### src/rtl/xadc_drp_responder_if.sv
// DRP bus bundle between a DRP master (monitor/readout logic or bench) and
// the xadc_drp_responder.
//   DEN    : enable, single-cycle pulse, master -> slave
//   DWE    : write enable, sampled with DEN
//   DADDR  : 7-bit register address, sampled with DEN
//   DI     : 16-bit write data, sampled with DEN
//   DO     : 16-bit read data, valid only while DRDY=1, slave -> master
//   DRDY   : one-cycle transaction-complete pulse, slave -> master
interface xadc_drp_responder_if;
  logic        DEN;
  logic        DWE;
  logic [6:0]  DADDR;
  logic [15:0] DI;
  logic [15:0] DO;
  logic        DRDY;

  modport master (output DEN, output DWE, output DADDR, output DI,
                  input  DO,  input  DRDY);
  modport slave  (input  DEN, input  DWE, input  DADDR, input  DI,
                  output DO,  output DRDY);
endinterface

### src/rtl/xadc_drp_responder.sv
// xadc_drp_responder: stands in for the XADC primitive on the DRP bus.
// Serves DRP reads/writes of a small register file and runs a fixed
// 7-channel conversion sequence that loads the externally supplied sample
// words (low nibble cleared) into the status registers.
//
// Ports:
//   DCLK, RESET        : clock, synchronous active-high reset
//   drp (slave)        : DEN/DWE/DADDR/DI in, DO/DRDY out
//   BUSY/EOC/EOS       : conversion in progress / end-of-conversion /
//                        end-of-sequence strobes
//   CHANNEL            : address of the last completed conversion
//   SMP_*              : 16-bit sample sources, one per sequence slot
//   DRP_ERR            : sticky protocol error
//
// Build option: define XADC_DRP_RESP_PROTOCOL_CHECK_EN to build the DRP
// protocol checker behind DRP_ERR; otherwise DRP_ERR is tied low.
module xadc_drp_responder #(
  parameter int DRDY_LAT    = 2,
  parameter int CONV_CYCLES = 26
) (
  input  logic                  DCLK,
  input  logic                  RESET,
  xadc_drp_responder_if.slave   drp,
  output logic                  BUSY,
  output logic                  EOC,
  output logic                  EOS,
  output logic [4:0]            CHANNEL,
  input  logic [15:0]           SMP_TEMP,
  input  logic [15:0]           SMP_VCCINT,
  input  logic [15:0]           SMP_VCCBRAM,
  input  logic [15:0]           SMP_AUX6,
  input  logic [15:0]           SMP_AUX7,
  input  logic [15:0]           SMP_AUX14,
  input  logic [15:0]           SMP_AUX15,
  output logic                  DRP_ERR
);

  typedef enum logic [1:0] {S_IDLE, S_CONVERT, S_UPDATE} seq_state_t;

  // Register address of each slot of the conversion sequence.
  function automatic logic [4:0] ch_addr(input logic [2:0] idx);
    case (idx)
      3'd0:    ch_addr = 5'h00;
      3'd1:    ch_addr = 5'h01;
      3'd2:    ch_addr = 5'h06;
      3'd3:    ch_addr = 5'h16;
      3'd4:    ch_addr = 5'h17;
      3'd5:    ch_addr = 5'h1E;
      3'd6:    ch_addr = 5'h1F;
      default: ch_addr = 5'h00;
    endcase
  endfunction

  // XADC results are 12 bits, MSB-justified in the 16-bit register.
  function automatic logic [15:0] quantize(input logic [15:0] s);
    quantize = s & 16'hFFF0;
  endfunction

  seq_state_t  state_q, state_d;
  logic [7:0]  conv_cnt_q, conv_cnt_d;
  logic [2:0]  idx_q, idx_d;
  logic [4:0]  chan_q, chan_d;
  logic [15:0] stat_q [7];
  logic [15:0] cfg0_q, cfg1_q, cfg2_q;
  logic [3:0]  lat_cnt_q;
  logic [15:0] rdata_q;
  logic [15:0] smp_sel;
  logic [15:0] rd_val;
  logic        seq_en;
  logic        accept;

  assign seq_en = (cfg1_q[15:12] != 4'h0);
  // A transaction is outstanding up to and including its DRDY cycle.
  assign accept = drp.DEN && (lat_cnt_q == 4'd0);

  always_comb begin
    case (idx_q)
      3'd0:    smp_sel = SMP_TEMP;
      3'd1:    smp_sel = SMP_VCCINT;
      3'd2:    smp_sel = SMP_VCCBRAM;
      3'd3:    smp_sel = SMP_AUX6;
      3'd4:    smp_sel = SMP_AUX7;
      3'd5:    smp_sel = SMP_AUX14;
      default: smp_sel = SMP_AUX15;
    endcase
  end

  // Sequencer: state register
  always_ff @(posedge DCLK) begin
    if (RESET) state_q <= S_IDLE;
    else       state_q <= state_d;
  end

  always_ff @(posedge DCLK) begin
    if (RESET) begin
      conv_cnt_q <= 8'd0;
      idx_q      <= 3'd0;
      chan_q     <= 5'd0;
    end else begin
      conv_cnt_q <= conv_cnt_d;
      idx_q      <= idx_d;
      chan_q     <= chan_d;
    end
  end

  // Sequencer: next state
  always_comb begin
    state_d    = state_q;
    conv_cnt_d = conv_cnt_q;
    idx_d      = idx_q;
    chan_d     = chan_q;
    case (state_q)
      S_IDLE: begin
        if (seq_en) begin
          state_d    = S_CONVERT;
          conv_cnt_d = 8'd0;
        end
      end
      S_CONVERT: begin
        if (conv_cnt_q == 8'(CONV_CYCLES - 1)) state_d = S_UPDATE;
        else conv_cnt_d = conv_cnt_q + 8'd1;
      end
      S_UPDATE: begin
        chan_d = ch_addr(idx_q);
        idx_d  = (idx_q == 3'd6) ? 3'd0 : idx_q + 3'd1;
        // Enable is only looked at here, so a halt lets the running
        // conversion finish and keeps idx for the resume.
        if (seq_en) begin
          state_d    = S_CONVERT;
          conv_cnt_d = 8'd0;
        end else begin
          state_d = S_IDLE;
        end
      end
      default: state_d = S_IDLE;
    endcase
  end

  // Sequencer: outputs
  always_comb begin
    BUSY    = (state_q == S_CONVERT);
    EOC     = (state_q == S_UPDATE);
    EOS     = (state_q == S_UPDATE) && (idx_q == 3'd6);
    CHANNEL = (state_q == S_UPDATE) ? ch_addr(idx_q) : chan_q;
  end

  always_ff @(posedge DCLK) begin
    for (int i = 0; i < 7; i++) begin
      if (RESET) stat_q[i] <= 16'h0000;
      else if (state_q == S_UPDATE && idx_q == 3'(i)) stat_q[i] <= quantize(smp_sel);
    end
  end

  // Read mux; only seven of the 64 status locations are ever non-zero.
  always_comb begin
    rd_val = 16'h0000;
    if (drp.DADDR[6] == 1'b0) begin
      for (int i = 0; i < 7; i++) begin
        if (drp.DADDR[5] == 1'b0 && drp.DADDR[4:0] == ch_addr(3'(i))) rd_val = stat_q[i];
      end
    end else begin
      case (drp.DADDR)
        7'h40:   rd_val = cfg0_q;
        7'h41:   rd_val = cfg1_q;
        7'h42:   rd_val = cfg2_q;
        default: rd_val = 16'h0000;
      endcase
    end
  end

  // DRP: accept, latency countdown, config writes
  always_ff @(posedge DCLK) begin
    if (RESET) begin
      lat_cnt_q <= 4'd0;
      cfg0_q    <= 16'h0000;
      cfg1_q    <= 16'h2000;
      cfg2_q    <= 16'h0000;
    end else if (accept) begin
      lat_cnt_q <= 4'(DRDY_LAT);
      if (drp.DWE) begin
        case (drp.DADDR)
          7'h40:   cfg0_q <= drp.DI;
          7'h41:   cfg1_q <= drp.DI;
          7'h42:   cfg2_q <= drp.DI;
          default: ;
        endcase
      end
    end else if (lat_cnt_q != 4'd0) begin
      lat_cnt_q <= lat_cnt_q - 4'd1;
    end
  end

  // Captured read data; reads see register contents before this edge.
  always_ff @(posedge DCLK) begin
    if (accept) rdata_q <= drp.DWE ? 16'h0000 : rd_val;
  end

  assign drp.DRDY = (lat_cnt_q == 4'd1);
  assign drp.DO   = (lat_cnt_q == 4'd1) ? rdata_q : 16'h0000;

`ifdef XADC_DRP_RESP_PROTOCOL_CHECK_EN
  logic err_q;
  always_ff @(posedge DCLK) begin
    if (RESET) begin
      err_q <= 1'b0;
    end else if ((drp.DEN && lat_cnt_q != 4'd0) ||
                 (drp.DWE && !drp.DEN) ||
                 (drp.DEN && drp.DADDR > 7'h42)) begin
      err_q <= 1'b1;
    end
  end
  assign DRP_ERR = err_q;
`else
  assign DRP_ERR = 1'b0;
`endif

endmodule

### src/flat_wrapper.sv
// flat-port wrapper written by rule: the top's interface ports become plain ports
module xadc_drp_responder_flat 
#(
  parameter int DRDY_LAT    = 2,
  parameter int CONV_CYCLES = 26
)
  (DCLK, RESET, BUSY, EOC, EOS, CHANNEL, SMP_TEMP, SMP_VCCINT, SMP_VCCBRAM, SMP_AUX6, SMP_AUX7, SMP_AUX14, SMP_AUX15, DRP_ERR, drp_DEN, drp_DWE, drp_DADDR, drp_DI, drp_DO, drp_DRDY);
  xadc_drp_responder_if drp_i ();
  input  logic DCLK;
  input  logic RESET;
  output logic BUSY;
  output logic EOC;
  output logic EOS;
  output logic [4:0] CHANNEL;
  input  logic [15:0] SMP_TEMP;
  input  logic [15:0] SMP_VCCINT;
  input  logic [15:0] SMP_VCCBRAM;
  input  logic [15:0] SMP_AUX6;
  input  logic [15:0] SMP_AUX7;
  input  logic [15:0] SMP_AUX14;
  input  logic [15:0] SMP_AUX15;
  output logic DRP_ERR;
  input wire logic [$bits(drp_i.DEN)-1:0] drp_DEN;
  input wire logic [$bits(drp_i.DWE)-1:0] drp_DWE;
  input wire logic [$bits(drp_i.DADDR)-1:0] drp_DADDR;
  input wire logic [$bits(drp_i.DI)-1:0] drp_DI;
  output wire logic [$bits(drp_i.DO)-1:0] drp_DO;
  output wire logic [$bits(drp_i.DRDY)-1:0] drp_DRDY;
  assign drp_i.DEN = drp_DEN;
  assign drp_i.DWE = drp_DWE;
  assign drp_i.DADDR = drp_DADDR;
  assign drp_i.DI = drp_DI;
  assign drp_DO = drp_i.DO;
  assign drp_DRDY = drp_i.DRDY;
  xadc_drp_responder #(.DRDY_LAT(DRDY_LAT), .CONV_CYCLES(CONV_CYCLES)) u_core (.DCLK(DCLK), .RESET(RESET), .drp(drp_i), .BUSY(BUSY), .EOC(EOC), .EOS(EOS), .CHANNEL(CHANNEL), .SMP_TEMP(SMP_TEMP), .SMP_VCCINT(SMP_VCCINT), .SMP_VCCBRAM(SMP_VCCBRAM), .SMP_AUX6(SMP_AUX6), .SMP_AUX7(SMP_AUX7), .SMP_AUX14(SMP_AUX14), .SMP_AUX15(SMP_AUX15), .DRP_ERR(DRP_ERR));
endmodule
### config.mk
export PLATFORM = sky130hd
export DESIGN_NAME = xadc_drp_responder_flat
export DESIGN_NICKNAME = d
export VERILOG_FILES = /design/src/rtl/xadc_drp_responder_if.sv /design/src/rtl/xadc_drp_responder.sv /design/src/flat_wrapper.sv
export SDC_FILE = /design/constraint.sdc
export NUM_CORES = 1
export LEC_CHECK = 0
export CORE_UTILIZATION = 28
export CTS_CLUSTER_SIZE = 24
export DETAILED_ROUTE_END_ITERATION = 10
export PLACE_DENSITY = 0.47
export SKIP_CTS_REPAIR_TIMING = 1
export SLEW_MARGIN = 20
export SYNTH_ARGS = -nofsm -noshare
export SYNTH_HDL_FRONTEND = slang
export SYNTH_SLANG_ARGS = --single-unit
### constraint.sdc
create_clock -name DCLK -period 4.2 [get_ports DCLK]
set_clock_uncertainty 0.1 [all_clocks]
set_input_delay 0.42 -clock DCLK [delete_from_list [all_inputs] [get_ports DCLK]]
set_output_delay 0.42 -clock DCLK [all_outputs]
set_load 0.03 [all_outputs]
# == Word-level counts from Yosys, hierarchy flattened ==
# Memories as Yosys holds them, arrays and structs flattened.
# Index checks and enable logic that the tools add are counted.
# totals
output_inout_bits,26
wordCells,135
ram_bits,84
latchBits,0
mem_count,1
reg_bits,86
input_bits,139
rom_bits,0
# classes
mux,60
add_sub_neg,3
n_bitwise,8
n_div,0
shifts,0
n_eq_ne,24
reduce_logical,29
multipliers,0
magnitude_cmp,0
# memory_table
name,words,width,read_ports,rd_clocked_by_memory_dff,write_ports,line,text
u_core.stat_q,7,12,7,0,7,xadc_drp_responder.sv:63,logic [15:0] stat_q [7];
# ops
op,count
16-bit 2-to-1 mux,9
16-bit one-hot mux with 6 select lines,1
12-bit 2-to-1 mux,7
16-bit one-hot mux with 3 select lines,1
5-bit 2-to-1 mux,8
5-bit == test,7
5-bit one-hot mux with 6 select lines,1
1-bit 2-to-1 mux,24
7-bit == test (second input constant),3
8-bit 2-to-1 mux,2
8-bit one-hot mux with 2 select lines,1
1-bit logical AND,15
3-bit AND reduction,4
3-bit == test (second input constant),3
8-bit by 1-bit adder with 8-bit output (second input constant),1
8-bit by 5-bit == test with 1-bit output (second input constant),1
2-bit 2-to-1 mux,4
4-bit nonzero test,2
1-bit OR,7
3-bit by 2-bit == test with 1-bit output (second input constant),2
2-bit by 1-bit != test with 1-bit output (second input constant),3
2-bit one-hot mux with 3 select lines,1
4-bit by 1-bit == test with 1-bit output (second input constant),1
4-bit zero test,1
13 further kinds,15

# == Longest topological paths before layout ==
# depth
word_depth,11
depth_mapped,11
depth_no_buf,6

# == Least setup slack after synthesis ==
# No wires, ideal clock.
# synth_path
path_type,reg2reg
start,register u_core.idx_q[0]
end,"memory u_core.stat_q[6][10] in the netlist's numbering, data pin"
t_required_ps,3812
path_buffers,4
path_stages_with_launch,11
slack_ps,1007
t_arrival_ps,2806
period_less_slack_ps,3193
setup_ps,288
cell_sequence,dfxtp_1 clkbuf_1 clkbuf_1 and2_1 ha_1 clkbuf_1 nor2b_1 clkbuf_1 a211o_1 a222oi_1 nor3_1
# synth_lines
item,line,text
from (decl),xadc_drp_responder.sv:61,"logic [2:0] idx_q, idx_d;"
from (signal assigned),xadc_drp_responder.sv:101,idx_q <= idx_d;
to (decl),xadc_drp_responder.sv:63,

# == Worst setup path in the final report ==
# layout_path
start,register u_core.state_q[0]
end,output port CHANNEL[3]
# layout_via
elab_chain_len,2
# layout_rtl
item,line,text
from (decl),xadc_drp_responder.sv:59,"seq_state_t state_q, state_d;"
from (signal assigned),xadc_drp_responder.sv:91,else state_q <= state_d;
2-bit == test,xadc_drp_responder.sv:144,CHANNEL = (state_q == S_UPDATE) ? ch_addr(idx_q) : chan_q;
5-bit 2-to-1 mux,xadc_drp_responder.sv:144,
to (decl),flat_wrapper.sv:14,output logic [4:0] CHANNEL;
# No other way between the ends.

==> results by group <==
Synthesis
  • Area contributors post-synth: edfxtp_1 34%, dfxtp_1 16%, mux2i_1 8.6%
  • Post-synth top cells: 120 x nor2_1, 100 x edfxtp_1, 75 x mux2i_1, 70 x dfxtp_1, 60 x nand2b_1
  • Area fraction of the dominant cell type after synthesis: 0.344
  • Sequential-to-total area share from yosys stat: 0.505
  • Post-synth top flop: edfxtp_1
  • Net Count, Synth: between 1000 and 1500
  • Synthesized area: between 8000 and 9000 um2
  • Post-synth EDFFs: 100
  • Ys Warns: 0
  • Synth async-reset ratio: 0
  • Avg Cell Area, Syn: ~10 um2
  • Top-count cell post-synth: nor2_1
  • #FFs+latches synth: 170
  • Synth unique cells: slightly below 60
  • Mapped Cells: 875
  • Area leader, netlist: edfxtp_1

Layout
  • Nets: 1131
  • Layout area overhead: 27.1%
  • Design area: 11100 um2
  • N_diodes: 0
  • Layout cells sized above 1: 0.0900

Drt
  • Routed Antenna Nets: 0
  • Routed WL: between 20 and 30 mm
  • Via density: 4.97
  • Detailed Routing Iterations Pass 1: 6
  • DR WL/cell: around 18 um
  • Drt drc: 0
  • DRT iter0 DRCs: slightly below 600
  • Via count: just under 7000

Worst setup path
  • Slowest cell on crit path: clkdlybuf4s50_1
  • CP endpoint kind: output port
  • Reg2reg start: u_core.lat_cnt_q[0]
  • Critical Path RT: 3.68 ns
  • Crit path from: u_core.state_q[0]
  • Crit start category: flip-flop
  • Max stage delay on crit path: ~0.63 ns
  • Crit Path Category: reg2out
  • Crit-path max FO: 17
  • Data arrival, critical path: between 2 and 3 ns
  • Crit-path cells: nand2b_1 -> clkinv_1 -> nand3_1 -> nand2_1 -> clkdlybuf4s50_1

STA
  • Final hold viol count: 0
  • Setup TNS: 0 ns
  • Post-route minimum period: about 3.3 ns
  • Period Utilization, post-route: 0.774
  • F_max: between 0.3 and 0.4 GHz
  • RSZ-0062 raised after global routing: false
  • Worst slew pin tran: 1.07 ns
  • Pins Over Slew Limit: 0
  • Slew headroom: 0.284
  • Final setup viols: 0

Die
  • CORE AREA: between 30000 and 40000 um2
  • Initial core utilization: 0.285
  • Die area: around 32000 um2
  • Die X: 178 um
  • Die Y: ~180 um
  • Number of cell rows: 64
  • Io pins: about 170

GRT
  • First-pass GRT wire length: 40.2 mm
  • GR Overflow Total: 0
  • Vias in the first global route: slightly below 7000
  • Initial antenna violation count: 0
  • GRT Total Usage: 0.167
  • Largest net degree at the start of global routing: 82

Clock tree
  • Clk buf depth: 2
  • Total CTS buffers: 17
  • CTS Root Buffer Type: clkbuf_16
  • Clock transition at the registers of the reported paths: ~0.08 ns
  • CTS H-tree lvls: 4
  • Clock Latency Late Sink: ~0.44 ns
  • TritonCTS clock tree: done
  • CTS Sinks: 170

Place
  • HPWL after detailed placement: between 15 and 20 mm
  • IO Port Bufs: around 140
  • Placer congestion estimate: roughly 0.8
  • Post-DP Area: about 10000 um2

Job
  • Number of max-cap violations: 0

Power and ir drop
  • PwrDens: 370 nW/um2
  • VDD IR max: 0.231 mV
  • Leakage: around 4.1 nW

Min path
  • Hold crit path type: in2reg
  • Worst Min Path Start: RESET

Status
  • Status: finished clean
==> placed cells by master, fill, tap and decap left out, types with 19 or more instances in the layout <==
| cell | n |
|---|---|
| nor2b_1 | 26 |
| o21ai_0 | 50 |
| nor3_1 | 33 |
| a21oi_1 | 43 |
| edfxtp_1 | 100 |
| nand2b_1 | 60 |
| and2_1 | 19 |
| nor2_1 | 120 |
| clkdlybuf4s50_1 | 132 |
| o22ai_1 | 22 |
| nand2_1 | 25 |
| dfxtp_1 | 70 |
| mux2i_1 | 75 |
| buf_4 | 30 |
==> worst paths after layout <==
check	end	slack (ns)	depth (start not counted)
worst max-delay path	CHANNEL[3]	0.95	5
worst min-delay path	u_core.idx_q[1]	0.22	2
worst max register to register	u_core.cfg0_q[10]	1.08	6
worst min register to register	u_core.chan_q[3]	0.37	2
==> stage by stage <==
step,hold slack [ns],instances,setup slack [ns],util,total power [mW]
2_1_floorplan,0.340,875,1.01,-,2.27
3_3_place_gp,0.351,1364,0.854,0.343,2.57
3_5_place_dp,0.359,1364,0.868,0.343,2.56
4_1_cts,0.206,1396,0.827,0.362,4.15
5_1_grt,0.245,1396,0.703,0.362,4.26
6_report,0.224,1396,0.947,0.362,4.10
==> report_power, final <==
group | total (mW) | switching [mW] | internal, mW
clock network | 1.58 | 0.781 | 0.804
logic | 0.629 | 0.348 | 0.281
registers | 1.89 | 0.0319 | 1.86
total | 4.10 | 1.16 | 2.94
==> worst max-delay path, delay by kind of cell, from the launching register on <==
family / cells / cell delay (ns)
buffers and inverters: 2 / 1.10
flip-flops: 1 / 0.35
AND/OR/NAND/NOR: 3 / 0.83
==> flip-flops by register name, summed over array words and instances, names as in the netlist <==
register / flops
u_core.stat_q: 84
u_core.cfg0_q: 16
u_core.cfg1_q: 16
u_core.cfg2_q: 16
u_core.rdata_q: 16
u_core.conv_cnt_q: 8
u_core.chan_q: 5
u_core.lat_cnt_q: 4
u_core.idx_q: 3
u_core.state_q: 2
==> logic make-up after synthesis <==
logic type,count (synthesis),synth area share
XOR/XNOR,2,0.00201
other,1,0.000430
adder cells (fa/ha/maj),5,0.00717
multiplexers,91,0.109
flip-flops,170,0.505
AO/OA/AOI/OAI,198,0.150
AND/OR/NAND/NOR,322,0.186
buffers and inverters,86,0.0396
==> per-layer routing <==
layer	GRT usage	up-vias	wire (um)
met3	0.0388	26	1720
met4	0.0484	0	434
met1	0.229	3293	12100
li1	-	3391	-
met2	0.261	225	11500
met5	0	-	0
==> cell type report <==
type                            count  area [um2]
Fill cell                        3100       19500
Sequential cell                   170        4400
Multi-Input combinational cell    619        3980
Timing Repair Buffer              165        1560
Tap cell                          396         495
Clock buffer                       17         425
Clock inverter                     15         166
Inverter                           14        52.6
No activity file was read; power rests on OpenSTA's default activity.
